File: src/rtl/latch_write_sched_pkg.sv
// Shared types and helpers for the latch write scheduler.
// Holds the FSM state encoding and the phase-counter sizing function.
package latch_sched_pkg;

  typedef enum logic [2:0] {
    IDLE,
    SETUP,
    PULSE,
    HOLD,
    VERIFY,
    ACK
  } state_t;

  // Wide enough to hold the longest phase length minus one.
  function automatic int cnt_width(input int s, input int p, input int h);
    int m;
    m = s;
    if (p > m) m = p;
    if (h > m) m = h;
    return $clog2(m + 1);
  endfunction

endpackage

File: src/rtl/latch_write_sched_if.sv
// Requester and latch-bank signals of the write scheduler; slave is the scheduler side.
// LATCH_SCHED_READBACK_EN adds the readback path (lat_q, lat_raddr, err).
interface latch_sched_if #(
  parameter int WIDTH = 8,
  parameter int DEPTH = 4
);
  localparam int ADDR_W = $clog2(DEPTH);

  logic [1:0]        req;
  logic [ADDR_W-1:0] req0_addr;
  logic [WIDTH-1:0]  req0_data;
  logic [ADDR_W-1:0] req1_addr;
  logic [WIDTH-1:0]  req1_data;
  logic [1:0]        ack;
  logic              busy;
  logic [WIDTH-1:0]  lat_d;
  logic [DEPTH-1:0]  lat_en;
`ifdef LATCH_SCHED_READBACK_EN
  logic [WIDTH-1:0]  lat_q;
  logic [ADDR_W-1:0] lat_raddr;
  logic              err;

  modport master (
    output req, req0_addr, req0_data, req1_addr, req1_data, lat_q,
    input  ack, busy, lat_d, lat_en, lat_raddr, err
  );
  modport slave (
    input  req, req0_addr, req0_data, req1_addr, req1_data, lat_q,
    output ack, busy, lat_d, lat_en, lat_raddr, err
  );
`else
  modport master (
    output req, req0_addr, req0_data, req1_addr, req1_data,
    input  ack, busy, lat_d, lat_en
  );
  modport slave (
    input  req, req0_addr, req0_data, req1_addr, req1_data,
    output ack, busy, lat_d, lat_en
  );
`endif

endinterface

File: src/rtl/latch_write_sched_rr_arb2.sv
// Two-way round-robin arbiter, purely combinational; zero latency, no backpressure.
// On a tie the requester that did not win last time is granted.
module rr_arb2 (
  input  logic [1:0] req_i,
  input  logic       last_grant_i,
  output logic [1:0] gnt_o
);

  always_comb begin
    gnt_o = req_i;
    if (req_i == 2'b11) begin
      gnt_o = last_grant_i ? 2'b01 : 2'b10;
    end
  end

endmodule

File: src/rtl/latch_write_sched.sv
// Timed SETUP/PULSE/HOLD write sequencer for a gated-latch bank; ack 1+SETUP+PULSE+HOLD cycles after grant.
// Requesters hold req until ack; LATCH_SCHED_READBACK_EN adds a VERIFY cycle with err on readback mismatch.
module latch_write_sched
  import latch_sched_pkg::*;
#(
  parameter int WIDTH     = 8,
  parameter int DEPTH     = 4,
  parameter int SETUP_CYC = 1,
  parameter int PULSE_CYC = 1,
  parameter int HOLD_CYC  = 1
) (
  input  logic           clk,
  input  logic           rst,
  latch_sched_if.slave   bus_io
);

  localparam int ADDR_W = $clog2(DEPTH);
  localparam int CNT_W  = cnt_width(SETUP_CYC, PULSE_CYC, HOLD_CYC);
  localparam logic [DEPTH-1:0] EN_LSB = DEPTH'(1);

  state_t            state_q;
  logic [CNT_W-1:0]  cnt_q;
  logic [ADDR_W-1:0] addr_q;
  logic [WIDTH-1:0]  lat_d_q;
  logic [DEPTH-1:0]  lat_en_q;
  logic [1:0]        ack_q;
  logic              busy_q;
  logic              last_grant_q;
  logic              gnt_q;
`ifdef LATCH_SCHED_READBACK_EN
  logic              err_q;
`endif

  logic [1:0]        gnt_d;
  logic [ADDR_W-1:0] sel_addr_d;
  logic [WIDTH-1:0]  sel_data_d;
  logic [DEPTH-1:0]  en_dec;
  logic [1:0]        ack_vec;
  logic              cnt_done;

  rr_arb2 u_arb (
    .req_i        (bus_io.req),
    .last_grant_i (last_grant_q),
    .gnt_o        (gnt_d)
  );

  assign sel_addr_d = gnt_d[1] ? bus_io.req1_addr : bus_io.req0_addr;
  assign sel_data_d = gnt_d[1] ? bus_io.req1_data : bus_io.req0_data;
  assign en_dec     = EN_LSB << addr_q;
  assign ack_vec    = gnt_q ? 2'b10 : 2'b01;
  assign cnt_done   = (cnt_q == '0);

  // Every output is a flop so lat_en cannot glitch into the latches.
  always_ff @(posedge clk or posedge rst) begin
    if (rst) begin
      state_q      <= IDLE;
      cnt_q        <= '0;
      addr_q       <= '0;
      lat_d_q      <= '0;
      lat_en_q     <= '0;
      ack_q        <= '0;
      busy_q       <= 1'b0;
      last_grant_q <= 1'b1;
      gnt_q        <= 1'b0;
`ifdef LATCH_SCHED_READBACK_EN
      err_q        <= 1'b0;
`endif
    end else begin
      case (state_q)
        IDLE: begin
          if (gnt_d != 2'b00) begin
            addr_q       <= sel_addr_d;
            lat_d_q      <= sel_data_d;
            gnt_q        <= gnt_d[1];
            last_grant_q <= gnt_d[1];
            busy_q       <= 1'b1;
            cnt_q        <= CNT_W'(SETUP_CYC - 1);
            state_q      <= SETUP;
          end
        end
        SETUP: begin
          if (cnt_done) begin
            cnt_q    <= CNT_W'(PULSE_CYC - 1);
            lat_en_q <= en_dec;
            state_q  <= PULSE;
          end else begin
            cnt_q <= cnt_q - CNT_W'(1);
          end
        end
        PULSE: begin
          if (cnt_done) begin
            cnt_q    <= CNT_W'(HOLD_CYC - 1);
            lat_en_q <= '0;
            state_q  <= HOLD;
          end else begin
            cnt_q <= cnt_q - CNT_W'(1);
          end
        end
        HOLD: begin
          if (cnt_done) begin
            cnt_q <= '0;
`ifdef LATCH_SCHED_READBACK_EN
            state_q <= VERIFY;
`else
            ack_q   <= ack_vec;
            state_q <= ACK;
`endif
          end else begin
            cnt_q <= cnt_q - CNT_W'(1);
          end
        end
`ifdef LATCH_SCHED_READBACK_EN
        VERIFY: begin
          err_q   <= (bus_io.lat_q != lat_d_q);
          ack_q   <= ack_vec;
          state_q <= ACK;
        end
`endif
        ACK: begin
          ack_q   <= '0;
          busy_q  <= 1'b0;
          state_q <= IDLE;
`ifdef LATCH_SCHED_READBACK_EN
          err_q   <= 1'b0;
`endif
        end
        default: begin
          lat_en_q <= '0;
          ack_q    <= '0;
          busy_q   <= 1'b0;
          state_q  <= IDLE;
        end
      endcase
    end
  end

  assign bus_io.ack    = ack_q;
  assign bus_io.busy   = busy_q;
  assign bus_io.lat_d  = lat_d_q;
  assign bus_io.lat_en = lat_en_q;
`ifdef LATCH_SCHED_READBACK_EN
  assign bus_io.lat_raddr = addr_q;
  assign bus_io.err       = err_q;
`endif

endmodule

File: src/flat_wrapper.sv
// flat-port wrapper written by rule: the top's interface ports become plain ports
module latch_write_sched_flat import latch_sched_pkg::*;
#(
  parameter int WIDTH     = 8,
  parameter int DEPTH     = 4,
  parameter int SETUP_CYC = 1,
  parameter int PULSE_CYC = 1,
  parameter int HOLD_CYC  = 1
)
  (clk, rst, bus_io_req, bus_io_req0_addr, bus_io_req0_data, bus_io_req1_addr, bus_io_req1_data, bus_io_ack, bus_io_busy, bus_io_lat_d, bus_io_lat_en);
  latch_sched_if #(.WIDTH(WIDTH), .DEPTH(DEPTH)) bus_io_i ();
  input  logic clk;
  input  logic rst;
  input wire logic [$bits(bus_io_i.req)-1:0] bus_io_req;
  input wire logic [$bits(bus_io_i.req0_addr)-1:0] bus_io_req0_addr;
  input wire logic [$bits(bus_io_i.req0_data)-1:0] bus_io_req0_data;
  input wire logic [$bits(bus_io_i.req1_addr)-1:0] bus_io_req1_addr;
  input wire logic [$bits(bus_io_i.req1_data)-1:0] bus_io_req1_data;
  output wire logic [$bits(bus_io_i.ack)-1:0] bus_io_ack;
  output wire logic [$bits(bus_io_i.busy)-1:0] bus_io_busy;
  output wire logic [$bits(bus_io_i.lat_d)-1:0] bus_io_lat_d;
  output wire logic [$bits(bus_io_i.lat_en)-1:0] bus_io_lat_en;
  assign bus_io_i.req = bus_io_req;
  assign bus_io_i.req0_addr = bus_io_req0_addr;
  assign bus_io_i.req0_data = bus_io_req0_data;
  assign bus_io_i.req1_addr = bus_io_req1_addr;
  assign bus_io_i.req1_data = bus_io_req1_data;
  assign bus_io_ack = bus_io_i.ack;
  assign bus_io_busy = bus_io_i.busy;
  assign bus_io_lat_d = bus_io_i.lat_d;
  assign bus_io_lat_en = bus_io_i.lat_en;
  latch_write_sched #(.WIDTH(WIDTH), .DEPTH(DEPTH), .SETUP_CYC(SETUP_CYC), .PULSE_CYC(PULSE_CYC), .HOLD_CYC(HOLD_CYC)) u_core (.clk(clk), .rst(rst), .bus_io(bus_io_i));
endmodule
File: config.mk
export PLATFORM = sky130hd
export DESIGN_NAME = latch_write_sched_flat
export DESIGN_NICKNAME = d
export VERILOG_FILES = /design/src/rtl/latch_write_sched_pkg.sv /design/src/rtl/latch_write_sched_if.sv /design/src/rtl/latch_write_sched_rr_arb2.sv /design/src/rtl/latch_write_sched.sv /design/src/flat_wrapper.sv
export SDC_FILE = /design/constraint.sdc
export NUM_CORES = 1
export LEC_CHECK = 0
export CORE_MARGIN = 2
export CORE_UTILIZATION = 42
export DETAILED_ROUTE_END_ITERATION = 10
export PLACE_DENSITY = 0.77
export SLEW_MARGIN = 15
export SYNTH_ARGS = -nofsm -noshare
export SYNTH_HDL_FRONTEND = slang
export SYNTH_SLANG_ARGS = --single-unit
File: constraint.sdc
create_clock -name clk -period 1.6 [get_ports clk]
set_input_delay 0.48 -clock clk [delete_from_list [all_inputs] [get_ports clk]]
set_output_delay 0.48 -clock clk [all_outputs]
set_load 0.01 [all_outputs]
==> flow_summary.json <==
{
  "status": "finished, final reports clean",
  "start_kind": "primary input",
  "fin_cells": 158,
  "dp_hpwl_um": 1710,
  "initial_core_util_pct": 45.1,
  "final.setup_skew_ns": 0.00763,
  "tightest_slew_ns": 0.402,
  "final.period_utilization_pct": 95.5,
  "synth.area.top_cells": "dfrtp_1 (52%), a2bb2oi_1 (8.6%), o32ai_1 (8.6%), a21oi_1 (3.0%), dfstp_2 (2.6%)",
  "crit_start": "bus_io_req[0]",
  "clock_latency_ns": 0.30,
  "grt_pass1_vias": 879,
  "required_ns": 1.79,
  "core_mm2": 0.00225,
  "drive_gt1_share_pct": 11.5,
  "io_buffer_count": 38,
  "viasPerCell": 5.59,
  "synth-seq-cells": 22,
  "ir_worst_vdd_uv": 876,
  "drv_slew": 0,
  "fin_nets": 155,
  "drt-pass1-iter-count": 4,
  "dp_cells": 153,
  "io_pins": 39,
  "synth_nets": 114,
  "wl_um": 2360,
  "drtAntennaViolNets": 0,
  "num_antenna_cells": 0,
  "synth_area_mm2": 0.00102,
  "p_leak_nw": 0.638,
  "yosys.area.top_type": "dfrtp_1",
  "floorplan.die.height_um": 53.2,
  "grt_usage_pct": 19.3,
  "holdCritPathClass": "in -> async",
  "total_power_mw": 2.51,
  "fin_crit_ns": 1.53,
  "num_vias": 883,
  "drcViolationCount": 0,
  "critical_path_peak_fanout": 11,
  "cts_inserted_buffers": 3,
  "grt_overflow": 0,
  "synthDistinctLibCells": 29,
  "grt_pass1_wl_um": 3850,
  "syn_area_per_cell_um2": 11.3,
  "cts_buffer_depth": 2,
  "path_class": "in -> reg",
  "cts_sinks": 22,
  "critPathArrivalTime_ns": 1.71,
  "worstSetupEndpoint": "u_core.bus_io.lat_d[0]$_DFFE_PP0P_",
  "r2r-end": "u_core.bus_io.lat_d[1]$_DFFE_PP0P_",
  "drt_iter0_markers": 7,
  "ys_warn_count": 0,
  "cp-end-kind": "flip-flop",
  "max-cap-violations": 0,
  "die_w_um": 53.2,
  "routabilityCongestion": 0.755,
  "dieArea_mm2": 0.00283,
  "wl_per_cell_um": 14.9,
  "layout_commonest_cell": "clkdlybuf4s50_1",
  "rows": 17,
  "cts-root-buf": "clkbuf_4",
  "r2r_start": "u_core.state_q[2]$_DFFE_PP0P_",
  "p_per_area_mw_per_mm2": 1730,
  "grt_max_degree": 23,
  "clkTransAtPathRegs_ns": 0.12,
  "dpl_cell_area_mm2": 0.00143,
  "htreeDepth": 1,
  "report.final.hold_viol_count": 0,
  "syn_to_final_growth_pct": 43.2,
  "relSlewSlack_pct": 73.2,
  "antenna_found_initial": 0,
  "finalSetupViolCount": 0,
  "reg2reg_slack_ns": 0.17,
  "reg2reg_depth": 3,
  "mostFrequentLayoutCells": "clkdlybuf4s50_1 (23), dfrtp_1 (21), dlygate4sd2_1 (15), a2bb2oi_1 (10), o32ai_1 (9)",
  "synthCells": 90,
  "fmax_mhz": 654,
  "synth_top_cell_area_share_pct": 51.7,
  "cts_tree": "built",
  "ys_seq_area_share_pct": 54.2,
  "design_area_mm2": 0.00146
}
-- Yosys cell counts --
library cell  number
dfrtp_1           21
a2bb2oi_1         10
o32ai_1           10
a21oi_1            6
nor2_1             6
inv_1              5
nand2_1            4
a22o_1             3
buf_2              3
buf_4              2
clkbuf_1           2
a21bo_2            1
a31oi_1            1
a32o_1             1
and3b_1            1
buf_6              1
dfstp_2            1
nand2b_1           1
nand3_1            1
nor2b_1            1
nor3_1             1
nor3_4             1
o21a_1             1
o21ba_2            1
o21bai_1           1
o22ai_1            1
or2_2              1
xnor2_1            1
xor2_1             1
-- layout make-up --
type                    count  area, um2
clock buffers               4       26.3
flip-flops and latches     22        552
multi-input cells          55        405
inverters                   5       18.8
fillers                   204        798
well taps                  28       35.0
repair buffers             44        419
-- power breakdown --
part	internal [mW]	switching, mW
Sequential	0.824	0.259
Combinational	0.625	0.547
Clock	0.0971	0.160
-- worst min-delay path by stage --
stage | to | slack, ns
6_report | u_core.bus_io.lat_d[2]$_DFFE_PP0P_ | 0.49
5_1_grt | u_core.bus_io.ack[1]$_DFFE_PP0N_ | 0.49
4_1_cts | u_core.bus_io.lat_d[2]$_DFFE_PP0P_ | 0.49
3_5_place_dp | u_core.bus_io.lat_en[0]$_DFFE_PP0N_ | 0.49
3_3_place_gp | u_core.bus_io.lat_en[2]$_DFFE_PP0N_ | 0.48
2_1_floorplan | u_core.addr_q[0]$_DFFE_PP0P_ | 0.47
-- flip-flops by register name, indices dropped and copies added, names as in the netlist --
signal and cells:
u_core.state_q 3, u_core.bus_io.ack 2, u_core.gnt_q 1, u_core.last_grant_q 1, u_core.bus_io.busy 1, u_core.addr_q 2
u_core.bus_io.lat_en 4, u_core.bus_io.lat_d 8
-- per-layer routing --
metal | vias to the layer above | GRT usage, % | wire length [um]
met3 | 2 | 3.95 | 163
li1 | 422 | - | -
met4 | 0 | 6.84 | 10
met2 | 38 | 31.7 | 1120
met1 | 421 | 25.0 | 1070
met5 | - | 0 | 0
-- metrics by stage --
stage | hold WS (ns) | setup WS, ns | util, % | setup TNS (ns)
after floorplan | 0.468 | 0.354 | - | 0
after global placement | 0.479 | -0.149 | 63.6 | -1.23
after detailed placement | 0.494 | -0.227 | 63.6 | -2.06
after CTS | 0.489 | 0.0886 | 64.3 | 0
after global routing | 0.495 | -0.00247 | 64.6 | -0.00247
final | 0.487 | 0.0713 | 64.6 | 0
-- repair_timing --
action / 4_1_cts / 5_1_grt
endpoints found under the setup margin: 15 / 1
resized for setup: 15 / 1
buffers inserted: 1 / 0
hold buffers: 0 / 0
-- critical path: stages --
cell and delay (ns):
clkdlybuf4s50_1 0.54, inv_1 0.21, o32ai_1 0.37, a2bb2oi_1 0.11
-- kinds of logic (layout without fill, tap and decap cells) --
logic type | Yosys count | after routing | share of synthesized area, %
buffers and inverters | 13 | 53 | 6.64
xor gates and xnor gates | 2 | 2 | 1.72
and+or+nand+nor | 17 | 17 | 8.98
DFF | 22 | 22 | 54.2
AOI/OAI and AO/OA | 36 | 36 | 28.4
No activity file was read; power rests on OpenSTA's default activity.
